### config.mk
export PLATFORM = sky130hd
export DESIGN_NAME = adc_spi_responder
export DESIGN_NICKNAME = d
export VERILOG_FILES = /design/src/rtl/adc_spi_responder.sv
export SDC_FILE = /design/constraint.sdc
export NUM_CORES = 1
export LEC_CHECK = 0
export ABC_AREA = 0
export CAP_MARGIN = 20
export CORE_ASPECT_RATIO = 1.75
export CORE_MARGIN = 5
export CORE_UTILIZATION = 60
export CTS_BUF_LIST = sky130_fd_sc_hd__clkbuf_16
export DETAILED_ROUTE_END_ITERATION = 16
export PLACE_DENSITY_LB_ADDON = 0.3
export RECOVER_POWER = 25
export SLEW_MARGIN = 20
export SYNTH_ARGS = -nofsm -noshare
export SYNTH_HDL_FRONTEND = slang
export SYNTH_SLANG_ARGS = --single-unit
### constraint.sdc
create_clock -name clk -period 9.3 [get_ports clk]
set_input_delay 1.86 -clock clk [delete_from_list [all_inputs] [get_ports clk]]
set_output_delay 1.86 -clock clk [all_outputs]
set_load 0.005 [all_outputs]
### src/rtl/adc_spi_responder.sv
// -----------------------------------------------------------------------------
// adc_spi_responder
//
// SPI target that emulates the team's 2-channel 10-bit ADC read transaction.
// The master clocks in START, SGL/DIFF, ODD/SIGN and MSBF on mosi. The block
// then returns a null bit followed by the selected sample on miso, MSB first.
// When MSBF=0, the sample is followed by bits 1..DATA_BITS-1 LSB first.
// All SPI pins are oversampled on clk. clk must run at least 8x sck.
//
// Parameters
//   DATA_BITS    sample width shifted out (>= 2)
//   SYNC_STAGES  synchronizer depth on sck, cs_n and mosi (>= 1)
//
// Ports
//   clk          system clock
//   reset        asynchronous, active-low reset
//   sck          SPI clock, mode 0 (idle low), asynchronous to clk
//   cs_n         chip select, active low
//   mosi         command bits from the master
//   ch0_sample   channel 0 value, read only when the result is latched
//   ch1_sample   channel 1 value, read only when the result is latched
//   miso         serial result
//   miso_oe      miso drive enable (high while selected)
//   sel_ch       ODD/SIGN bit of the last decoded command
//   sel_sgl      SGL/DIFF bit of the last decoded command
//   conv_start   one-clk pulse when the sample is latched
//   frame_done   one-clk pulse when the last data bit has been shifted
//   frame_abort  one-clk pulse when cs_n rises before frame_done
// -----------------------------------------------------------------------------
module adc_spi_responder #(
   parameter int DATA_BITS   = 10,
   parameter int SYNC_STAGES = 2
) (
   input  logic                 clk,
   input  logic                 reset,
   input  logic                 sck,
   input  logic                 cs_n,
   input  logic                 mosi,
   input  logic [DATA_BITS-1:0] ch0_sample,
   input  logic [DATA_BITS-1:0] ch1_sample,
   output logic                 miso,
   output logic                 miso_oe,
   output logic                 sel_ch,
   output logic                 sel_sgl,
   output logic                 conv_start,
   output logic                 frame_done,
   output logic                 frame_abort
);

   localparam int IDX_W = (DATA_BITS > 1) ? $clog2(DATA_BITS) : 1;

   typedef enum logic [3:0] {
      ST_IDLE,
      ST_WAIT_START,
      ST_SGL,
      ST_ODD,
      ST_MSBF,
      ST_NULL,
      ST_DATA,
      ST_LSBF,
      ST_DONE
   } state_t;

   // ---------------------------------------------------------------------------
   // Input synchronizers. Index 0 is the stage closest to the pin.
   // ---------------------------------------------------------------------------
   logic [SYNC_STAGES-1:0] sck_sync_q, sck_sync_d;
   logic [SYNC_STAGES-1:0] cs_sync_q, cs_sync_d;
   logic [SYNC_STAGES-1:0] mosi_sync_q, mosi_sync_d;
   logic                   sck_prev_q, sck_prev_d;

   logic sck_s, cs_s, mosi_s;
   logic sck_rise, sck_fall;

   always_comb begin
      sck_sync_d[0]  = sck;
      cs_sync_d[0]   = cs_n;
      mosi_sync_d[0] = mosi;
      for (int i = 1; i < SYNC_STAGES; i++) begin
         sck_sync_d[i]  = sck_sync_q[i-1];
         cs_sync_d[i]   = cs_sync_q[i-1];
         mosi_sync_d[i] = mosi_sync_q[i-1];
      end
   end

   assign sck_s      = sck_sync_q[SYNC_STAGES-1];
   assign cs_s       = cs_sync_q[SYNC_STAGES-1];
   assign mosi_s     = mosi_sync_q[SYNC_STAGES-1];
   assign sck_prev_d = sck_s;

   // The edge detector compares the last synchronized sample with the one
   // before it. A rise and a fall can therefore never be flagged in the same
   // clk.
   assign sck_rise = sck_s & ~sck_prev_q;
   assign sck_fall = ~sck_s & sck_prev_q;

   // ---------------------------------------------------------------------------
   // Frame state and registered outputs
   // ---------------------------------------------------------------------------
   state_t               state_q, state_d;
   logic                 miso_q, miso_d;
   logic                 miso_oe_q, miso_oe_d;
   logic                 sel_ch_q, sel_ch_d;
   logic                 sel_sgl_q, sel_sgl_d;
   logic                 msbf_q, msbf_d;
   logic                 conv_start_q, conv_start_d;
   logic                 frame_done_q, frame_done_d;
   logic                 frame_abort_q, frame_abort_d;
   logic [DATA_BITS-1:0] result_q, result_d;
   logic [IDX_W-1:0]     idx_q, idx_d;

   // Conversion result. The channel and mode bits are already registered by the
   // time the MSBF bit arrives. In differential mode, one extra bit holds the
   // borrow, so a negative difference can be detected and clamped to zero.
   logic [DATA_BITS-1:0] in_pos, in_neg, result_calc;
   logic [DATA_BITS:0]   diff;

   always_comb begin
      in_pos = sel_ch_q ? ch1_sample : ch0_sample;
      in_neg = sel_ch_q ? ch0_sample : ch1_sample;
      diff   = {1'b0, in_pos} - {1'b0, in_neg};
      if (sel_sgl_q) begin
         result_calc = in_pos;
      end else if (diff[DATA_BITS]) begin
         result_calc = '0;
      end else begin
         result_calc = diff[DATA_BITS-1:0];
      end
   end

   // NOTE: every signal gets a default before the case statement. A path that
   // forgets an assignment then holds the flop value and does not infer a latch.
   always_comb begin
      state_d       = state_q;
      miso_d        = miso_q;
      miso_oe_d     = miso_oe_q;
      sel_ch_d      = sel_ch_q;
      sel_sgl_d     = sel_sgl_q;
      msbf_d        = msbf_q;
      result_d      = result_q;
      idx_d         = idx_q;
      conv_start_d  = 1'b0;
      frame_done_d  = 1'b0;
      frame_abort_d = 1'b0;

      if (cs_s) begin
         // A deselect overrides any sck event seen in the same clk.
         state_d       = ST_IDLE;
         miso_d        = 1'b0;
         miso_oe_d     = 1'b0;
         frame_abort_d = (state_q != ST_IDLE) && (state_q != ST_DONE);
      end else begin
         unique case (state_q)
            ST_IDLE: begin
               state_d   = ST_WAIT_START;
               miso_oe_d = 1'b1;
               miso_d    = 1'b0;
            end
            ST_WAIT_START: begin
               // Leading zeros before the start bit are ignored.
               if (sck_rise && mosi_s) state_d = ST_SGL;
            end
            ST_SGL: begin
               if (sck_rise) begin
                  sel_sgl_d = mosi_s;
                  state_d   = ST_ODD;
               end
            end
            ST_ODD: begin
               if (sck_rise) begin
                  sel_ch_d = mosi_s;
                  state_d  = ST_MSBF;
               end
            end
            ST_MSBF: begin
               if (sck_rise) begin
                  msbf_d       = mosi_s;
                  result_d     = result_calc;
                  conv_start_d = 1'b1;
                  state_d      = ST_NULL;
               end
            end
            ST_NULL: begin
               if (sck_fall) begin
                  miso_d  = 1'b0;
                  idx_d   = IDX_W'(DATA_BITS - 1);
                  state_d = ST_DATA;
               end
            end
            ST_DATA: begin
               if (sck_fall) begin
                  miso_d = result_q[idx_q];
                  if (idx_q == IDX_W'(0)) begin
                     if (msbf_q) begin
                        state_d      = ST_DONE;
                        frame_done_d = 1'b1;
                     end else begin
                        // Bit 0 has just been sent. The LSB-first tail
                        // restarts at bit 1.
                        idx_d   = IDX_W'(1);
                        state_d = ST_LSBF;
                     end
                  end else begin
                     idx_d = idx_q - IDX_W'(1);
                  end
               end
            end
            ST_LSBF: begin
               if (sck_fall) begin
                  miso_d = result_q[idx_q];
                  if (idx_q == IDX_W'(DATA_BITS - 1)) begin
                     state_d      = ST_DONE;
                     frame_done_d = 1'b1;
                  end else begin
                     idx_d = idx_q + IDX_W'(1);
                  end
               end
            end
            ST_DONE: begin
               if (sck_fall) miso_d = 1'b0;
            end
            default: state_d = ST_IDLE;
         endcase
      end
   end

   // NOTE: sequential state uses non-blocking assignments only. Every flop then
   // sees the pre-edge value of every other flop, whatever the statement order.
   always_ff @(posedge clk or negedge reset) begin
      if (!reset) begin
         sck_sync_q    <= '0;
         cs_sync_q     <= '1;
         mosi_sync_q   <= '0;
         sck_prev_q    <= 1'b0;
         state_q       <= ST_IDLE;
         miso_q        <= 1'b0;
         miso_oe_q     <= 1'b0;
         sel_ch_q      <= 1'b0;
         sel_sgl_q     <= 1'b0;
         msbf_q        <= 1'b0;
         conv_start_q  <= 1'b0;
         frame_done_q  <= 1'b0;
         frame_abort_q <= 1'b0;
         result_q      <= '0;
         idx_q         <= '0;
      end else begin
         sck_sync_q    <= sck_sync_d;
         cs_sync_q     <= cs_sync_d;
         mosi_sync_q   <= mosi_sync_d;
         sck_prev_q    <= sck_prev_d;
         state_q       <= state_d;
         miso_q        <= miso_d;
         miso_oe_q     <= miso_oe_d;
         sel_ch_q      <= sel_ch_d;
         sel_sgl_q     <= sel_sgl_d;
         msbf_q        <= msbf_d;
         conv_start_q  <= conv_start_d;
         frame_done_q  <= frame_done_d;
         frame_abort_q <= frame_abort_d;
         result_q      <= result_d;
         idx_q         <= idx_d;
      end
   end

   assign miso        = miso_q;
   assign miso_oe     = miso_oe_q;
   assign sel_ch      = sel_ch_q;
   assign sel_sgl     = sel_sgl_q;
   assign conv_start  = conv_start_q;
   assign frame_done  = frame_done_q;
   assign frame_abort = frame_abort_q;

endmodule

After elaboration in Yosys (flattened, before gate mapping)
Cells that the tools add are included.
- reductions and logical operators: 16
- equality and inequality tests: 27
- bitwise gates (word level): 5
- magnitude comparators: 1
- multiplexer cells: 42
- $add $sub $neg: 3
- operator list (kind ; count):
    2-to-1 mux 4 bit ; 17
    2-to-1 mux 10 bit ; 4
    case mux 4 bit (9 select lines) ; 1
    != test 3 bit (second input constant) ; 10
    == test 4 x 3 -> 1 bit (second input constant) ; 4
    2-to-1 mux 1 bit ; 16
    case mux 4 bit (3 select lines) ; 1
    AND reduction 3 bit ; 4
    subtractor 10 x 10 -> 11 bit ; 1
    != test 2 bit (second input constant) ; 5
    AND reduction 10 bit ; 1
    == test 4 x 2 -> 1 bit (second input constant) ; 2
    == test 4 bit (second input constant) ; 2
    logical NOT 4 bit ; 2
    nonzero test 4 bit ; 2
    AND reduction 7 bit ; 1
    != test 3 x 1 -> 1 bit (second input constant) ; 2
    < comparator 4 x 5 -> 1 bit (second input constant) ; 1
    adder 4 x 1 -> 4 bit (second input constant) ; 1
    binary-select mux 1 bit (select 4 bit) ; 1
    == test 4 x 1 -> 1 bit (second input constant) ; 1
    != test 4 bit (second input constant) ; 1
    OR reduction 2 bit ; 2
    subtractor 4 x 1 -> 4 bit (second input constant) ; 1
    7 further kinds ; 11
- output and inout bits: 7
- bits of input ports: 25
- flip-flop bits (word level): 33
- word-level logic and storage cells: 109

Longest topological paths before layout
Gate-level depths: netlist (run 1).
- depth in word-level cells: 6
- depth in mapped cells: 12

Worst setup path after synthesis (run 1)
OpenSTA, ideal clock, no wires.
- kind: input -> register
- start point: input ch0_sample[0]
- end point: register result_q[8]
- library setup time: 0.132 ns
- stages on the path: 9
- buffers on the path: 0
- data arrival time: 3.634 ns
- setup slack: 5.534 ns
- data required time: 9.168 ns
- cells stage by stage: mux2_2 > ha_1 > fa_1 > nand2b_1 > a211oi_1 > nor2_1 > o21bai_1 > mux2i_1 > a31oi_1
- longest elaborated chain between the ends: 4
- elaborated cells on any way between the ends: 5
- those cells by class: 1 x add/sub; 4 x mux
- ends and longest elaborated chain (item ; RTL line ; RTL):
    from (decl) ; 39 ; input logic [DATA_BITS-1:0] ch0_sample,
    2-to-1 mux 10 bit, on equally long branches ; 119, 120 ;
    subtractor 10 x 10 -> 11 bit (*) ; 121 ; diff = {1'b0, in_pos} - {1'b0, in_neg};
    2-to-1 mux 10 bit (*) ; 124 ; end else if (diff[DATA_BITS]) begin
    2-to-1 mux 10 bit (*) ; 122 ; if (sel_sgl_q) begin
    to (signal assigned) ; 260 ; result_q <= result_d;
    to (decl) ; 109 ; logic [DATA_BITS-1:0] result_q, result_d;
Every way passes the cells marked *; elsewhere a longest branch is shown, timed or not.
A chain may end at the register's enable or synchronous reset.

Worst setup path after layout (run 1)
- start point: input ch0_sample[0]
- end point: register result_q[4]
Same word-level chain as after synthesis.

==> results of run 1 <==
flip-flops by register name, summed over array words and instances (netlist names):
| signal | cells |
|---|---|
| cs_sync_q | 2 |
| idx_q | 4 |
| mosi_sync_q | 2 |
| miso_oe | 1 |
| frame_done | 1 |
| sck_sync_q | 2 |
| sel_sgl | 1 |
| frame_abort | 1 |
| sel_ch | 1 |
| miso | 1 |
| state_q | 4 |
| conv_start | 1 |
| sck_prev_q | 1 |
| result_q | 10 |
| msbf_q | 1 |
layer usage:
metal	track usage, %	part of all wire (%)	routed length (um)	vias to the layer above
met2	42.3	57	3260	70
met3	3.83	3.6	205	20
met4	14.1	4.3	246	0
li1	-	-	-	1060
met5	0	0	0	-
met1	21.2	35	2030	1067
layout by cell type (no fill, tap or decap), types with 2 or more instances in the layout:
cell,instances
dfrtp_1,31
clkdlybuf4s50_1,28
nand2_1,23
nor2_1,21
a21oi_1,17
o21ai_0,17
inv_1,16
mux2i_1,13
ha_1,13
mux2_2,12
nor3_1,8
nand2b_1,7
nor2b_1,6
a211oi_1,6
nand3_1,6
a22oi_1,6
clkbuf_16,5
nor3b_1,3
a32oi_1,3
or3_1,3
o21ai_1,3
o21a_1,3
xnor2_1,3
dlygate4sd3_1,3
and3_1,2
nand4_1,2
nand3b_1,2
a31oi_1,2
o22ai_1,2
or2_2,2
a21o_1,2
mux4_2,2
o2111ai_1,2
dfstp_2,2
buf_4,2
through the flow:
step           util, %  instances  power, mW  cell area (sq um)  hold slack [ns]
2_1_floorplan        -        276      0.305               2460            0.331
3_3_place_gp      70.6        343      0.349               2780            0.333
3_5_place_dp      70.6        343      0.354               2780            0.341
4_1_cts           74.7        351      0.535               2950            0.353
5_1_grt           74.7        351      0.567               2950            0.356
6_report          74.7        351      0.535               2950            0.350
cells by family after synthesis:
group,Yosys count,synth area share (%)
buffers and inverters,29,4.88
multiplexers,27,12.6
AND/OR/NAND/NOR,92,19.0
XOR/XNOR,4,1.42
AO/OA/AOI/OAI,77,21.0
flip-flops,33,33.7
adder cells (fa/ha/maj),14,7.42
cell type report:
class	instances	area share (%)
flip-flops and latches	33	28.1
well taps	48	2.04
clock buffers	5	4.25
inverters	15	1.91
multi-input cells	214	51.4
repair buffers	33	11.0
clock inverters	3	1.27
worst reg2reg max path: stages, from the launching register on:
cell,delay (ns)
dfrtp_1,0.31
buf_4,0.31
mux2_2,0.39
ha_1,0.20
fa_1,0.38
nand2b_1,0.19
a211oi_1,0.32
nor3_1,0.15
o21ai_4,0.27
a22oi_1,0.12
o21ai_0,0.20
power groups by stage:
| stage | Clock [mW] | Sequential (mW) | Combinational (mW) |
|---|---|---|---|
| CTS | 0.181 | 0.172 | 0.182 |
| floorplan | 0 | 0.162 | 0.143 |
| detailed placement | 0 | 0.174 | 0.180 |
| global placement | 0 | 0.174 | 0.175 |
| global route | 0.188 | 0.175 | 0.204 |
| finish | 0.179 | 0.173 | 0.183 |
path summary, 6_finish.rpt:
kind | start | to | depth (start not counted)
setup / recovery | ch0_sample[0] | result_q[4] | 10
hold / removal | cs_sync_q[0] | cs_sync_q[1] | 0
max in group asynchronous | reset | cs_sync_q[0] | 2
min in group asynchronous | reset | idx_q[1] | 2
hold reg to reg | cs_sync_q[0] | cs_sync_q[1] | 0
setup reg to reg | sel_ch | result_q[4] | 10
==> summary.txt, run 1 <==
Drt
  – Final wirelength: 5750 um
  – Drt wl/cell: 16.4 um
  – Initial DRC count: 83
  – Vias per cell: 6.32
  – Residual DRC count: 0
  – Routed Antenna Nets: 0
  – 1st-pass router iterations: 5
  – Vias: 2217

Power
  – Leakage: 1.24 nW
  – Clk pwr share: 33.5%
  – Pwr dens: 182 nW/um^2
  – Worst VDD drop: 0.172 mV
  – Switching pwr: 0.169 mW
  – Sw Ratio: 31.7%
  – Logic pwr share: 34.2%
  – Int Pwr: 0.365 mW
  – Seq pwr share: 32.3%

STA
  – Final Critical Period: 4.18 ns
  – Worst Max-Slew Pin Slew: 0.590 ns
  – Crit share post-route: 45.0%
  – Max-slew headroom: 60.7%
  – RSZ-0062 raised after global routing: false
  – Fin worst setup slack: 5.12 ns
  – Final count of hold timing violations: 0
  – Final Slew Violations: 0
  – Worst Skew: 0.00711 ns
  – Setup TNS: 0 ns
  – Fmax: 239 MHz
  – Final setup vio count: 0

Yosys
  – Syn_nets: 315
  – YS warnings: 0
  – Mapped Cells: 276
  – Unique masters post-synth: 58
  – Post-synthesis async set-or-reset flop share: 100%
  – Area leader, netlist: dfrtp_1
  – Most common cell in the netlist: dfrtp_1
  – Synth top area cells: dfrtp_1 32%, ha_1 6.6%, mux2_2 5.5%
  – Flops & latches, synth: 33
  – Post-synth top area share: 31.5%
  – Synth Cell Area: 2460 sq um
  – Share of the yosys chip area belonging to registers: 33.7%
  – Synth cell count leaders: 31 x dfrtp_1, 23 x nand2_1, 21 x nor2_1
  – Post-synthesis area per instance: 8.92 sq um
  – Synth Flop Type: dfrtp_1
  – Number of enable flip-flop cells after synthesis: 0

Setup path
  – CP max-delay cell: clkdlybuf4s50_1
  – R2R Setup Slk: 6.37 ns
  – Crit path cell chain: clkdlybuf4s50_1 > mux2_2 > ha_1 > fa_1 > nand2b_1 > a211oi_1 > nor3_1 > o21ai_4 > a22oi_1 > o21ai_0
  – CP required: 9.48 ns
  – Kind of cell adding the most delay to the critical path: compound AO/OA/AOI/OAI gates
  – Startpoint types: primary input
  – Critical path's largest stage delay: 0.41 ns
  – CP endpoint kind: flip-flop
  – Critical path arrival: 4.36 ns
  – Buf/Inv on CP: 1
  – CP max FO: 9
  – Crit Path Category: primary input to flip-flop

Layout
  – # nets final: 341
  – Layout cell share with drive strength beyond 1: 10.6%
  – Synth-to-layout area growth: 19.7%
  – Area of the multi-input gates: 1510 sq um
  – # diodes: 0
  – Register area: 828 sq um
  – Fillers: 296

CTS
  – Post-CTS Resized: 0
  – Hold_buf cts: 0
  – H-tree depth: 2
  – Clk sinks: 33
  – Clock Latency Late Sink: 0.27 ns
  – Clock Pin Slew Worst Setup and Hold Paths: 0.05 ns
  – CTS Buf Count: 5
  – Root buf cell: clkbuf_16
  – Postcts setup bufs: 0
  – CTS tree: built
  – Max clock buf depth: 2

Place
  – Dpl hpwl: 4140 um
  – PortBufs: 31
  – Routability-driven placement congestion ratio: 0.865
  – Setup WS pre-CTS: 4.87 ns

Floorplan
  – Die ar.: 5530 sq um
  – Starting density of the core: 62.4%
  – Die H: 94.7 um
  – Core ar.: 3940 sq um
  – Boundary pin count: 32
  – Die X: 58.4 um
  – # rows: 30

Run status
  – Outcome: finished clean

Run
  – Max Cap Viol: 0

GRT
  – Number of global-route vias before repair: 2252
  – Tot GR Track Use: 22.4%
  – Initial antenna violation count: 0
  – Congestion Overflow GR: 0
  – First-pass GRT wire length: 9620 um
  – Pin count of the biggest net entering global routing: 34

Worst hold path
  – Worst min path class: flip-flop to flip-flop
(Power assumes the default switching activity.)
==> run 2: changes to the inputs <==
Settings changed: CORE_UTILIZATION 60 to 50.
Clock period 9.3 ns to 3.77 ns, I/O delays scaled along.
==> run 2 against run 1 <==
  * The run now ends with capacitance limit, slew limit left
  * Wire length down 4.6%
  * Sequential share of layout area up 0.22 points
  * Die area up 17%
  * Hold slack hardly changed
  * First-iteration DRC count is 33% higher
  * Combinational power is 140% higher
  * Count of clock-buffer cells in the layout stayed put
  * Critical path depth down 1
  * Global-route usage decreased by 3.8 points
  * Critical path type is now flip-flop to flip-flop
==> summary.txt, run 2 (same netlist as run 1, synthesis figures left out) <==
CTS
  – CTS tree: built
  – Clock Latency Late Sink: 0.27 ns (about the same)
  – Hold_buf cts: 0 (unchanged)
  – Root buf cell: clkbuf_16
  – Post-CTS Resized: 0 (unchanged)
  – Postcts setup bufs: 0 (unchanged)
  – CTS Buf Count: 5 (unchanged)
  – Clk sinks: 33 (unchanged)
  – Clock Pin Slew Worst Setup and Hold Paths: 0.05 ns (about the same)
  – H-tree depth: 2 (unchanged)
  – Max clock buf depth: 2 (unchanged)

Setup path
  – CP max-delay cell: dfrtp_1
  – Startpoint types: flip-flop
  – CP max FO: 14 (+5)
  – Crit Path Category: flip-flop to flip-flop
  – Crit path cell chain: buf_4 > mux2_2 > ha_1 > and2_2 > nor2_1 > or4_4 > o21ai_4 > a22oi_1 > o21ai_0
  – Kind of cell adding the most delay to the critical path: flip-flops
  – Buf/Inv on CP: 1 (unchanged)
  – CP endpoint kind: flip-flop
  – Critical path arrival: 3.36 ns (-1.00 ns)
  – CP required: 3.96 ns (-5.52 ns)
  – Critical path's largest stage delay: 0.77 ns (+0.36 ns)

Layout
  – Most flops, register: result_q
  – Synth-to-layout area growth: 18.8%
  – Largest register FFs: 10 (unchanged)
  – Top flop regs: result_q: 10 flops, idx_q: 4 flops, state_q: 4 flops
  – # nets final: 341 (unchanged)
  – Fillers: 416 (+41%)
  – Commonest non-fill, non-tap cell in the layout: dfrtp_1
  – # diodes: 0 (unchanged)
  – Commonest cells after routing, fill and taps aside: 31 x dfrtp_1, 27 x clkdlybuf4s50_1, 23 x nand2_1
  – Layout cell share with drive strength beyond 1: 10.6% (unchanged)
  – Final core area utilization: 61.6% (-13 points)

Drt
  – Residual DRC count: 0 (unchanged)
  – 1st-pass router iterations: 4 (-1)
  – Vias per cell: 6.06 (-4.0%)
  – Vias: 2152 (-2.9%)
  – Routed Antenna Nets: 0 (unchanged)
  – Initial DRC count: 110 (+33%)
  – Drt wl/cell: 15.4 um (-5.7%)
  – Final wirelength: 5480 um (-4.6%)

GRT
  – Tot GR Track Use: 18.6% (-3.8 points)
  – Number of global-route vias before repair: 2201 (-2.3%)
  – Initial antenna violation count: 0 (unchanged)
  – Pin count of the biggest net entering global routing: 34 (unchanged)
  – Congestion Overflow GR: 0 (unchanged)
  – First-pass GRT wire length: 9830 um (+2.2%)

STA
  – Final Slew Violations: 34 (+34)
  – Max-slew headroom: -12.4% (-73 points)
  – Setup TNS: 0 ns (unchanged)
  – Final Critical Period: 3.17 ns
  – Worst Skew: 0.00267 ns (-0.00444 ns)
  – Final setup vio count: 0 (unchanged)
  – Final count of hold timing violations: 0 (unchanged)
  – Worst Max-Slew Pin Slew: 1.69 ns (+1.10 ns)
  – Fmax: 315 MHz
  – Fin Hold WS: 0.350 ns (-0.0000580 ns)
  – Fin worst setup slack: 0.600 ns (-4.52 ns)
  – RSZ-0062 raised after global routing: false
  – Crit share post-route: 84.1%

Power
  – Leakage: 1.23 nW (-0.82%)
  – Worst VDD drop: 0.344 mV (+100%)
  – Pwr dens: 427 nW/um^2 (+140%)

Place
  – Setup WS pre-CTS: 0.402 ns (-4.47 ns)
  – PortBufs: 31 (unchanged)
  – Dpl hpwl: 4200 um (+1.5%)
  – Routability-driven placement congestion ratio: 0.898 (+3.8%)

Floorplan
  – Core ar.: 4750 sq um (+20%)
  – Boundary pin count: 32 (unchanged)
  – Starting density of the core: 51.8% (-11 points)
  – # rows: 33 (+10%)
  – Die H: 103 um (+8.5%)
  – Die ar.: 6480 sq um (+17%)
  – Die X: 63.0 um (+7.9%)

Run status
  – Outcome: complete, but fails checks
  – Violated checks: capacitance limit, slew limit

Run
  – Max Cap Viol: 1 (+1)

Worst hold path
  – Worst min path class: flip-flop to flip-flop
## run 2: metal layers
layer | wire length, um | global-route usage (%) | vias to the layer above
met4 | 123 | 8.82 | 0
met5 | 0 | 0 | -
met2 | 3050 | 35.4 | 44
li1 | - | - | 1063
met1 | 2160 | 20.2 | 1035
met3 | 152 | 1.96 | 10
## run 2: area by class of cell
cell class	count	area [sq um]	area share (%)
clock buffers	5	125	4.28
clock inverters	3	13.8	0.471
inverters	15	56.3	1.93
multi-input cells	214	1510	51.8
flip-flops and latches	33	828	28.3
well taps	52	65.1	2.23
repair buffers	33	322	11.0
## run 2: per-stage QoR
step	total power, mW	area (sq um)	cells
after floorplan	0.753	2460	276
after global placement	0.863	2790	347
after detailed placement	0.874	2790	347
after CTS	1.25	2930	355
after global routing	1.34	2920	355
final	1.25	2920	355
## run 2: power by group
group	total, mW	switching (mW)	internal, mW
Sequential	0.434	0.0547	0.380
Combinational	0.434	0.220	0.214
Clock	0.380	0.141	0.239
## run 2: worst paths after layout
path	startpoint	to	slack (ns)	cells after the start
max in group asynchronous	reset	result_q[1]	1.33	2
worst max register to register	sel_ch	result_q[3]	0.60	9
worst max-delay path	sel_ch	result_q[3]	0.60	9
min in group asynchronous	reset	idx_q[0]	1.45	2
worst min-delay path	sck_sync_q[0]	sck_sync_q[1]	0.35	0
worst min register to register	sck_sync_q[0]	sck_sync_q[1]	0.35	0
## run 2: worst reg2reg max path, stage by stage (launching register included)
cell,delay (ns)
dfrtp_1,0.77
buf_4,0.33
mux2_2,0.38
ha_1,0.37
and2_2,0.19
nor2_1,0.05
or4_4,0.43
o21ai_4,0.29
a22oi_1,0.11
o21ai_0,0.17
